## src/rtl/mantissa_divider24.sv

```systemverilog
// Radix-2 restoring mantissa divider: quo = floor(A*2^(QW-1)/B), sticky = remainder != 0, dz = B == 0.
// Latency: out_valid rises QW edges after the accepting edge (1 edge for B == 0); one op in flight.
// Backpressure: result held in DONE until out_ready; in_ready stays low from accept until the result is taken.
module mantissa_divider24 #(
  parameter int MW = 24,
  parameter int QW = MW + 2
) (
  input  logic          clk,
  input  logic          rst,
  input  logic          in_valid,
  output logic          in_ready,
  input  logic [MW-1:0] A,
  input  logic [MW-1:0] B,
  output logic          out_valid,
  input  logic          out_ready,
  output logic [QW-1:0] quo,
  output logic          sticky,
  output logic          dz
);

  localparam int CW = $clog2(QW + 1);

  typedef enum logic [1:0] {
    IDLE = 2'd0,
    RUN  = 2'd1,
    DONE = 2'd2
  } state_t;

  state_t        state;
  logic [MW:0]   rem;
  logic [MW-1:0] div;
  logic [QW-1:0] q;
  logic [CW-1:0] cnt;

  logic [MW+1:0] diff;
  logic [MW:0]   rem_next;
  logic [QW-1:0] q_next;

  // One restoring step: trial subtract, keep the difference when it does not go negative.
  // rem < 2*div always holds, so the doubled remainder fits in MW+1 bits.
  always_comb begin
    diff     = {1'b0, rem} - {2'b00, div};
    rem_next = rem << 1;
    q_next   = {q[QW-2:0], 1'b0};
    if (!diff[MW+1]) begin
      rem_next = diff[MW:0] << 1;
      q_next   = {q[QW-2:0], 1'b1};
    end
  end

  // Control FSM and datapath registers; all handshake and result outputs are registered.
  // A zero divisor parks in DONE for one cycle before out_valid rises.
  always_ff @(posedge clk or posedge rst) begin
    if (rst) begin
      state     <= IDLE;
      in_ready  <= 1'b1;
      out_valid <= 1'b0;
      quo       <= '0;
      sticky    <= 1'b0;
      dz        <= 1'b0;
      cnt       <= '0;
      rem       <= '0;
      div       <= '0;
      q         <= '0;
    end else begin
      case (state)
        IDLE: begin
          if (in_valid) begin
            rem      <= {1'b0, A};
            div      <= B;
            q        <= '0;
            cnt      <= '0;
            in_ready <= 1'b0;
            if (B == '0) begin
              state  <= DONE;
              quo    <= '1;
              sticky <= 1'b1;
              dz     <= 1'b1;
            end else begin
              state  <= RUN;
              dz     <= 1'b0;
            end
          end
        end
        RUN: begin
          rem <= rem_next;
          q   <= q_next;
          cnt <= cnt + CW'(1);
          if (cnt == CW'(QW - 1)) begin
            state     <= DONE;
            out_valid <= 1'b1;
            quo       <= q_next;
            sticky    <= |rem_next;
          end
        end
        DONE: begin
          if (!out_valid) begin
            out_valid <= 1'b1;
          end else if (out_ready) begin
            out_valid <= 1'b0;
            in_ready  <= 1'b1;
            state     <= IDLE;
          end
        end
        default: begin
          state <= IDLE;
        end
      endcase
    end
  end

endmodule

```

## config.mk

```make
export PLATFORM = sky130hd
export DESIGN_NAME = mantissa_divider24
export DESIGN_NICKNAME = d
export VERILOG_FILES = /design/src/rtl/mantissa_divider24.sv
export SDC_FILE = /design/constraint.sdc
export NUM_CORES = 1
export LEC_CHECK = 0
export ABC_AREA = 1
export CORE_ASPECT_RATIO = 0.7
export CORE_MARGIN = 3
export CORE_UTILIZATION = 33
export DETAILED_ROUTE_END_ITERATION = 10
export HOLD_SLACK_MARGIN = 0.12
export SLEW_MARGIN = 20
export SYNTH_ARGS = -nofsm -noshare
export SYNTH_HDL_FRONTEND = slang
export SYNTH_SLANG_ARGS = --single-unit
```

## constraint.sdc

```tcl
create_clock -name clk -period 4.8 [get_ports clk]
set_input_delay 1.2 -clock clk [delete_from_list [all_inputs] [get_ports clk]]
set_output_delay 1.2 -clock clk [all_outputs]
set_load 0.03 [all_outputs]
```

Yosys cells after proc, flatten, opt, wreduce, memory -nomap -nowiden --
Index checks and enable logic that the tools add are counted.
Word-level totals: input port bits 52, memories 0, bits in writable memories 0, bits in latches 0, bits in registers 111, ROM bits 0
Operators by class: reductions and logical operators 12, shift-type cells 0, add/subtract/negate cells 2, bitwise logic cells 0, $mul 0, div/mod/pow operators 0, mux-type cells 31, equal/unequal tests 8, magnitude comparators 0
Operators with widths (number):
- one-hot mux 25 bit (2 select lines) | 2
- 2-to-1 mux 26 bit | 3
- 2-to-1 mux 25 bit | 3
- one-hot mux 26 bit (2 select lines) | 1
- subtractor 25 x 24 -> 26 bit | 1
- OR reduction 25 bit | 1
- zero test 24 bit | 1
- AND reduction 4 bit | 3
- 2-to-1 mux 1 bit | 11
- 2-to-1 mux 2 bit | 5
- inequality test 2 bit, second input constant | 5
- one-hot mux 5 bit (2 select lines) | 1
- one-hot mux 1 bit (2 select lines) | 3
- one-hot mux 2 bit (3 select lines) | 1
- AND reduction 2 bit | 3
- nonzero test 2 bit | 3
- adder 5 x 1 -> 5 bit, second input constant | 1
- == test 5 bit, second input constant | 1
- 2-to-1 mux 5 bit | 1
- == test 2 x 1 -> 1 bit, second input constant | 1
- == test 2 bit, second input constant | 1
- zero test 2 bit | 1

Logic depth before layout (Yosys ltp) --
word-level depth 5, mapped depth 20, mapped depth without buffers 20

Least setup slack after synthesis --
Ideal clock, no wire load.
kind input -> register, start input B[10], end register quo[17], path slack 2.187 ns, arrival 2.474 ns, path buffers 1, stages 7, setup time 0.138 ns, cells stage by stage inv_1 -> nand3_1 -> nor4_1 -> nand4_1 -> a211oi_4 -> buf_2 -> a31oi_1
On the way: longest elaborated chain between the ends 3
Ends and longest elaborated chain:
- start, declared | line 13 | input logic [MW-1:0] B,
- zero test 24 bit | line 74 | if (B == '0) begin
- inequality test 2 bit (no line)
- AND reduction 4 bit (no line)
- end signal, assigned | line 92 | quo <= q_next;
- end, declared | line 16 | output logic [QW-1:0] quo,
Every way passes these cells. A chain may end at the register's enable or synchronous reset.

Worst setup path in the final report --
start input B[4], end register sticky
On the way: longest elaborated chain between the ends 3
Ends and longest elaborated chain:
- zero test 24 bit | line 74
- inequality test 2 bit (no line)
- AND reduction 4 bit (no line)
- end signal, assigned | line 93 | sticky <= |rem_next;
- end, declared | line 17 | output logic sticky,
Every way passes these cells.

==> results.toml <==
[worst_setup_path]
cp_max_fo = 55
cp_common_cell = "nor2_1"
path_buf_inv = 2
crit_path_end_kind = "register"
worstPathCellList = "clkdlybuf4s50_1 > nor4_1 > nand4_1 > a211oi_4 > buf_4 > nand3_1 > nor2_1 > nor2_1"
cpPeakStageDelay_ps = 460
start_kind = "input pin"
required_ps = 5050
rrSetupSlack_ps = 1700
cpMaxStageDelayCell = "nor4_1"
worstSetupPathType = "in -> reg"
crit_arrival_ps = 3420
path_delay_family = "simple AND/OR/NAND/NOR gates"

[clock_tree]
post-cts-setup-buffer-count = 0
clk_path_buf_depth = 2
hold_buffers = 0
numCtsBuffers = 9
cts_resized = 0
htree_levels = 3
clk_pin_slew_ps = 80
clock_latency_ps = 350
cts_root_buf = "clkbuf_16"
tritoncts = "yes"
cts.sinks = 111

[layout]
n_antenna_cell = 0
final_nets = 1050
areaGrowthSynthToFinish_pct = 19.8
drive_gt1_share_pct = 6.97
fill_cells = 2032
multi_input_area_um2 = 3130
regArea_um2 = 2780

[synthesis]
synth-main-ff-cell = "dfrtp_1"
synth_common_cells = "nand2_1 (272), inv_1 (143), dfrtp_1 (110), nor2_1 (67), nand3_1 (61)"
synthMuxAreaShare_pct = 0.169
synth_top_family_by_area = "simple AND/OR/NAND/NOR gates"
synthDistinctLibCells = 45
synth-compound-area-share_pct = 11.4
syn_area_um2 = 6650
synthTopCellsByArea = "dfrtp_1 (41%), nand2_1 (15%), inv_1 (8.1%)"
yosys.area_share.xor_xnor_pct = 1.05
postSynthAreaPerCell_um2 = 7.39
yosysSeqAreaShare_pct = 41.8
synth_top_area_share_pct = 41.4
synth_edf_count = 0
synth_most_common_cell = "nand2_1"
async_flop_share_pct = 100
synthAdderAreaFrac_pct = 5.19
yosys.area_share.simple_pct = 29.2
synth_cells = 900
syn-num-nets = 979
yosysWarnings = 0
synth-seq-cells = 111
synth.largest_area_cell = "dfrtp_1"

[place]
hpwlAfterDp_um = 13600
io_buffers = 81
routabilityCongestion = 0.955

[min_path]
hold_path.class = "reg -> reg"

[route]
drc = 0
drt-pass1-iter-count = 5
routed_via_density = 4.76
vias = 5904
ant_nets = 0
drt_wl_total_um = 17900
wl_per_cell_um = 14.4
drt_iter0_markers = 399

[sta]
max_freq_ghz = 0.316
finalHoldViolCount = 0
fin_crit_sh_pct = 66.0
worst_pin_slew_ps = 776
fin_crit_ps = 3170
skew_ps = 8.87
tns_ps = 0
setup_violations = 0
relSlewSlack_pct = 48.3
drv_slew = 0
grt_setup_unrepaired = "no"

[die]
die_h_um = 125
chipWidth_um = 176
rows = 42
die-area_um2 = 21900
initial_utilization_pct = 34.4
coreArea_um2 = 19300
io_pins = 82

[grt]
globalRouteMet3Util_pct = 3.41
grt_pass1_vias = 5532
met1_usage_pct = 27.2
grt.overflow.total = 0
grt.met2_usage_pct = 22.4
antenna_found_initial = 0
grt.total_usage_pct = 16.7
grt_max_degree = 85
top_usage_layer = "met1"
grt_pass1_wl_um = 29500

[run_status]
status = "complete, no violations"

[job]
max_cap_viol_count = 0
cell type report:
cell class	instances	area share, %
multi-input cells	609	39.3
flip-flops and latches	111	34.9
repair buffers	89	10.9
inverters	151	7.17
well taps	264	4.14
clock buffers	11	3.05
clock inverters	5	0.518
worst register-to-register path, delay by kind of cell, from the launching register on:
family	cells	cell delay, ps
simple gates	13	1760
flops	1	430
fa+ha+maj	1	410
buf+inv	2	400
metrics by stage:
| step | std cells | hold WS [ps] | instance area, um^2 | util (%) | worst slack [ps] |
|---|---|---|---|---|---|
| 2_1_floorplan | 900 | 453 | 6650 | - | 671 |
| 4_1_cts | 1240 | 479 | 7970 | 41.2 | 1580 |
| 6_report | 1240 | 475 | 7970 | 41.2 | 1630 |
| 3_5_place_dp | 1224 | 459 | 7680 | 39.7 | 1200 |
| 3_3_place_gp | 1224 | 460 | 7680 | 39.7 | 1260 |
| 5_1_grt | 1240 | 495 | 7970 | 41.2 | 1430 |
layout by cell type, fill, tap and decap left out, drive strengths merged:
cell type / count
o21a: 1
dfrtp: 110
a21o: 1
o21ai: 35
o211ai: 8
clkinvlp: 1
and2: 1
clkdlybuf4s50: 81
nand4: 11
buf: 8
xnor2: 2
nand3b: 2
nor3: 4
a32o: 1
clkbuf: 11
a21boi: 1
a21oi: 20
mux2: 1
nor4: 4
inv: 152
a31oi: 25
fa: 1
clkinv: 3
o22ai: 26
nand2: 287
nand3: 65
o21bai: 4
ha: 26
dfstp: 1
xor2: 6
a211oi: 1
nor2: 75
or2: 1
layer usage:
metal	share of wire, %	vias to the layer above
met5	0	-
met4	0.74	0
met3	5.6	14
met2	38	158
met1	55	2715
li1	-	3017
worst paths after layout:
check,startpoint,to,cells after the start
max in group asynchronous,rst,q[13],3
max,B[4],sticky,8
min,in_ready,in_ready,2
min in group asynchronous,rst,q[3],2
max reg2reg,rem[14],sticky,16
min reg2reg,in_ready,in_ready,2
logic make-up (layout without fill, tap and decap cells):
group	count (synthesis)	in the layout
adders and majority gates	27	27
AOI/OAI and AO/OA	123	123
DFF	111	111
and+or+nand+nor	450	450
xor gates and xnor gates	8	8
muxes	1	1
buffers and inverters	180	256
registers in the layout, summed over array words and instances (netlist names):
signal,flops
sticky,1
cnt,5
state,2
out_valid,1
rem,25
in_ready,1
q,25
div,24
dz,1
quo,26
Power is not shown: default switching activity piles up to over one toggle a cycle in this logic, so the estimate is an artifact.
